[src/rtl/seq_mul_ctrl_pkg.sv]
// rtl/seq_mul_ctrl_pkg.sv - shared multiplier definitions: operand width and iteration count
package seq_mul_ctrl_pkg;

  // Operand width of the datapath; the adder is a fixed 32-bit CLA
  localparam int MUL_WIDTH = 32;

  // One shift-add iteration per multiplier bit
  localparam int MUL_ITERS = 32;

  // Iteration counter width and the index of the final iteration
  localparam int                    MUL_CNT_W     = $clog2(MUL_ITERS);
  localparam logic [MUL_CNT_W-1:0]  MUL_LAST_ITER = MUL_CNT_W'(MUL_ITERS - 1);

endpackage

[src/rtl/cla_32_bit.sv]
// rtl/cla_32_bit.sv - 32-bit carry-lookahead adder built from 4-bit lookahead groups
module cla_32_bit (
  input  logic [31:0] i_a,
  input  logic [31:0] i_b,
  input  logic        i_cin,
  output logic [31:0] o_sum,
  output logic        o_cout
);

  logic [31:0] w_g;
  logic [31:0] w_p;
  logic [31:0] w_c;
  logic        w_cout;

  assign w_g = i_a & i_b;
  assign w_p = i_a ^ i_b;

  // Full lookahead inside each 4-bit group; group carries chain through group generate/propagate
  always_comb begin
    logic c_grp;
    logic grp_g;
    logic grp_p;
    w_c    = '0;
    c_grp  = i_cin;
    grp_g  = 1'b0;
    grp_p  = 1'b0;
    for (int k = 0; k < 8; k++) begin
      w_c[4*k]   = c_grp;
      w_c[4*k+1] = w_g[4*k] | (w_p[4*k] & c_grp);
      w_c[4*k+2] = w_g[4*k+1] | (w_p[4*k+1] & w_g[4*k])
                 | (w_p[4*k+1] & w_p[4*k] & c_grp);
      w_c[4*k+3] = w_g[4*k+2] | (w_p[4*k+2] & w_g[4*k+1])
                 | (w_p[4*k+2] & w_p[4*k+1] & w_g[4*k])
                 | (w_p[4*k+2] & w_p[4*k+1] & w_p[4*k] & c_grp);
      grp_g = w_g[4*k+3] | (w_p[4*k+3] & w_g[4*k+2])
            | (w_p[4*k+3] & w_p[4*k+2] & w_g[4*k+1])
            | (w_p[4*k+3] & w_p[4*k+2] & w_p[4*k+1] & w_g[4*k]);
      grp_p = w_p[4*k+3] & w_p[4*k+2] & w_p[4*k+1] & w_p[4*k];
      c_grp = grp_g | (grp_p & c_grp);
    end
    w_cout = c_grp;
  end

  assign o_sum  = w_p ^ w_c;
  assign o_cout = w_cout;

endmodule

[src/rtl/seq_mul_ctrl.sv]
// rtl/seq_mul_ctrl.sv - unsigned 32x32->64 shift-add multiplier, one iteration per clock
module seq_mul_ctrl
  import seq_mul_ctrl_pkg::*;
#(
  parameter int WIDTH = MUL_WIDTH
) (
  input  logic               clk,
  input  logic               rst,
  input  logic               start,
  input  logic [WIDTH-1:0]   a,
  input  logic [WIDTH-1:0]   b,
  output logic               busy,
  output logic               done,
  output logic [2*WIDTH-1:0] product
);

  typedef enum logic [1:0] {
    ST_IDLE = 2'd0,
    ST_RUN  = 2'd1,
    ST_DONE = 2'd2
  } state_t;

  state_t               r_state;
  state_t               w_next;
  logic                 w_load;
  logic                 w_busy;
  logic                 w_done;
  logic [WIDTH-1:0]     r_mcand;
  logic [WIDTH-1:0]     r_acc_hi;
  logic [WIDTH-1:0]     r_acc_lo;
  logic [MUL_CNT_W-1:0] r_count;
  logic [WIDTH-1:0]     w_addend;
  logic [WIDTH-1:0]     w_sum;
  logic                 w_cout;

  // Add the multiplicand only when the current multiplier bit is set
  assign w_addend = r_acc_lo[0] ? r_mcand : '0;

  cla_32_bit u_cla (
    .i_a    (r_acc_hi),
    .i_b    (w_addend),
    .i_cin  (1'b0),
    .o_sum  (w_sum),
    .o_cout (w_cout)
  );

  // State register; reset overrides any pending start
  always_ff @(posedge clk) begin
    if (rst) begin
      r_state <= ST_IDLE;
    end else begin
      r_state <= w_next;
    end
  end

  // Next-state and status decode; start is only honoured in IDLE and DONE
  always_comb begin
    w_next = r_state;
    w_load = 1'b0;
    w_busy = 1'b0;
    w_done = 1'b0;
    case (r_state)
      ST_IDLE: begin
        if (start) begin
          w_next = ST_RUN;
          w_load = 1'b1;
        end
      end
      ST_RUN: begin
        w_busy = 1'b1;
        if (r_count == MUL_LAST_ITER) begin
          w_next = ST_DONE;
        end
      end
      ST_DONE: begin
        w_done = 1'b1;
        if (start) begin
          w_next = ST_RUN;
          w_load = 1'b1;
        end else begin
          w_next = ST_IDLE;
        end
      end
      default: begin
        w_next = ST_IDLE;
      end
    endcase
  end

  // Operand capture and shift-add datapath; the adder carry-out becomes the new MSB of acc_hi
  always_ff @(posedge clk) begin
    if (rst) begin
      r_mcand  <= '0;
      r_acc_hi <= '0;
      r_acc_lo <= '0;
      r_count  <= '0;
    end else if (w_load) begin
      r_mcand  <= a;
      r_acc_hi <= '0;
      r_acc_lo <= b;
      r_count  <= '0;
    end else if (r_state == ST_RUN) begin
      {r_acc_hi, r_acc_lo} <= {w_cout, w_sum, r_acc_lo[WIDTH-1:1]};
      r_count              <= r_count + 1'b1;
    end
  end

  assign busy    = w_busy;
  assign done    = w_done;
  assign product = {r_acc_hi, r_acc_lo};

endmodule
[config.mk]
export PLATFORM = sky130hd
export DESIGN_NAME = seq_mul_ctrl
export DESIGN_NICKNAME = d
export VERILOG_FILES = /design/src/rtl/seq_mul_ctrl_pkg.sv /design/src/rtl/cla_32_bit.sv /design/src/rtl/seq_mul_ctrl.sv
export SDC_FILE = /design/constraint.sdc
export NUM_CORES = 1
export LEC_CHECK = 0
export ABC_CLOCK_PERIOD_IN_PS = 4200
export CORE_ASPECT_RATIO = 0.8
export CORE_MARGIN = 3
export CORE_UTILIZATION = 25
export DETAILED_ROUTE_END_ITERATION = 12
export GPL_TIMING_DRIVEN = 0
export PLACE_DENSITY = 0.43
export SYNTH_ARGS = -nofsm -noshare
export SYNTH_HDL_FRONTEND = slang
export SYNTH_HIERARCHICAL = 1
export SYNTH_SLANG_ARGS = --single-unit
[constraint.sdc]
create_clock -name clk -period 4.2 [get_ports clk]
set_input_delay 0.84 -clock clk [delete_from_list [all_inputs] [get_ports clk]]
set_output_delay 0.84 -clock clk [all_outputs]
set_load 0.005 [all_outputs]
==> impl_results.md <==
- Final Cycle Share: 86.1%
- Gr usage total: 14.2%
- Max-slew headroom: 57.3%
- Gr ovfl total: 0
- Clk_skew: 0.00988 ns
- H-tree Lvls: 3
- Initial drt markers: 167
- Antenna violations before repair: 0
- CTS max path bufs: 2
- CTS buffer count: 9
- Max_cap viols: 0
- Total wire length: 16.4 mm
- R2r setup slk: 0.58 ns
- CP Cell Sequence: clkbuf_1 > and2_1 > ha_1 > a21oi_2 > o21ai_1 > a2111o_1 > a211oi_4 > or2_1 > o21ai_1 > fa_1 > xor2_1 > nand2_1 > a21oi_1
- Synthesized area: 5390 µm²
- Post-CTS Hold Buffers: 0
- Synth unique cells: 54
- Post-Layout Inst Area: 7390 µm²
- Worst-Margin Slew: 0.640 ns
- Resized cells post-CTS: 0
- Synth-to-layout area growth: 37.2%
- DRT Pass-1 Iters: 4
- Hold Path Origin: r_mcand[21]
- FF-to-FF path depth: 13
- Final period demand of the worst path: 3.62 ns
- Die area: 23400 µm²
- Worst path arrival time: 3.86 ns
- Largest net degree at the start of global routing: 19
- P_leak: 3.00 nW
- Register area: 2060 µm²
- Tot Pwr: 2.43 mW
- Core area: 20900 µm²
- Synth Flop Type: dfxtp_1
- Commonest cells post-synth: 142 x nand2_1, 103 x dfxtp_1, 82 x a21oi_1, 64 x nor3_1, 34 x ha_1
- PwrDens: 329 nW/µm²
- Io pins: 133
- Switching part of the total: 26.5%
- # fillers: 2169
- Antenna viol nets, final: 0
- CTS Sinks: 103
- Post-synth EDFFs: 0
- Layout cells sized above 1: 8.46%
- Final setup violation count: 0
- First-pass GRT wire length: 26.1 mm
- Critical path peak fanout: 10
- VDD IR max: 0.220 mV
- Critical path endpoint category: flop
- Most used cell, CP: o21ai_1
- Rows: 47
- Postcts setup bufs: 0
- Post-DR vias/cell: 4.60
- Final Hold Violating Endpoints: 0
- Required time worst endpoint: 4.44 ns
- Status: complete, no violations
- N_diodes: 0
- Synth top area share: 38.3%
- Synth area leader: dfxtp_1
- Final core utilization: 35.3%
- WS Path Type: reg -> reg
- Syn Area/Cell: 8.24 µm²
- Detailed placement HPWL: 12.4 mm
- Via count: 4933
- Synth async-reset ratio: 0%
- Worst path max stage delay: 0.54 ns
- Worst r2r src: r_acc_lo[0]
- Switch Pwr: 644 µW
- Worst-path clk slew: 0.07 ns
- Routability cong.: 0.828
- Cell internal pwr: 1.79 mW
- Initial core utilization: 25.7%
- Startpoint Class: flop
- Setup tns final: 0 ns
- Seq pwr share: 44.2%
- RSZ-0062 raised after global routing: no
- PortBufs: 132
- Clk_lat worst skew: 0.36 ns
- Fmax: 0.276 GHz
- DRC errors left: 0
- Nets: 908
- Clock network power share: 39.5%
- CP max stage cell: dfxtp_1
- Slew Viols, Final: 0
- Comb pwr share: 16.3%
- Post-synthesis sequential area ratio: 38.3%
- Die height: 137 µm
- Cell Area, Placed: 7050 µm²
- R2r endpoint: r_acc_hi[24]
- Min-Delay Path Depth: 2
- Hold path endpoint: r_mcand[21]
- Synthesized instance count: 654
- Number of global-route vias before repair: 4937
- Footprint of the multi-input gates: 3050 µm²
- CTS tree: built
- Synth Warn #: 6
- Largest cells by area after synthesis: dfxtp_1 38%, nand2_1 9.9%, ha_1 7.9%
- HP Class: reg -> reg
- Routed wire per std cell: 15.3 µm
- Root buf cell: clkbuf_16
- Seq cells post-synth: 103
- Top-count cell post-synth: nand2_1
- Die Width: 170 µm
flip-flops by register name, indices dropped and copies added (netlist names):
| register | flops |
|---|---|
| r_acc_hi | 32 |
| r_mcand | 32 |
| r_state | 2 |
| r_count | 5 |
| r_acc_lo | 32 |
power by group through the flow:
| stage | combinational, mW | sequential, mW | clock [mW] |
|---|---|---|---|
| 2_1_floorplan | 0.199 | 1.09 | 0 |
| 3_3_place_gp | 0.400 | 1.09 | 0 |
| 3_5_place_dp | 0.401 | 1.10 | 0 |
| 4_1_cts | 0.403 | 1.07 | 0.998 |
| 5_1_grt | 0.440 | 1.08 | 1.02 |
| 6_report | 0.396 | 1.07 | 0.960 |
stage by stage:
stage	cells	hold slack (ns)	worst slack, ns
global placement	1057	0.440	0.572
detailed placement	1057	0.442	0.546
finish	1073	0.452	0.583
floorplan	656	0.432	1.31
CTS	1073	0.453	0.512
global route	1073	0.468	0.359
worst max-delay path by stage:
stage,startpoint,to,slack (ns),cells past startpoint
CTS,r_acc_lo[0],r_acc_hi[28],0.51,14
finish,r_acc_lo[0],r_acc_hi[24],0.58,13
global placement,r_acc_lo[0],r_acc_hi[28],0.57,14
detailed placement,r_acc_lo[0],r_acc_hi[28],0.55,14
floorplan,r_acc_lo[0],r_acc_hi[28],1.31,14
global route,r_acc_lo[0],r_acc_hi[24],0.36,13
cells in the final DEF, fill, tap and decap left out, types with 9 or more instances in the layout:
master           netlist  layout
clkbuf_16              0       9
and2_1                33      33
o22ai_1               32      32
a21o_1                10      10
buf_2                 18      18
clkdlybuf4s50_1        0     132
nand2_1              142     142
ha_1                  34      34
xor2_1                13      13
clkbuf_1              10      10
a21oi_1               82      82
nor2_1                 9       9
nor3_1                64      64
dfxtp_1              103     103
xnor2_1               12      12
area by class of cell:
type	instances	area share, %
Multi-Input combinational cell	501	41.2
Sequential cell	103	27.9
Timing Repair Buffer	132	17.9
Tap cell	269	4.55
Buffer	42	3.35
Clock buffer	10	3.23
Clock inverter	6	1.34
Inverter	10	0.525
metal layers:
metal | share of wire [%] | track usage [%] | wire length [µm] | up-vias
li1 | - | - | - | 2551
met1 | 48 | 19.1 | 7930 | 2254
met2 | 44 | 21.9 | 7230 | 116
met3 | 6.4 | 4.85 | 1050 | 12
met4 | 1.1 | 3.51 | 176 | 0
met5 | 0 | 0 | 0 | -
cells by family after synthesis:
kind of cell,after synthesis,synth area share (%)
AOI/OAI and AO/OA,157,17.9
adders and majority gates,42,10.9
buffers and inverters,52,5.32
DFF,103,38.3
xor gates and xnor gates,25,4.06
and+or+nand+nor,274,23.5
other,1,0.0696
critical path: cells and delay by family, from the launching register on:
kind,cells,cell delay [ns]
simple gates,3,0.47
flops,1,0.54
buf+inv,1,0.41
xor+xnor,1,0.17
fa+ha+maj,2,0.66
compound gates,6,1.25
Power figures use the tool's default switching activity.
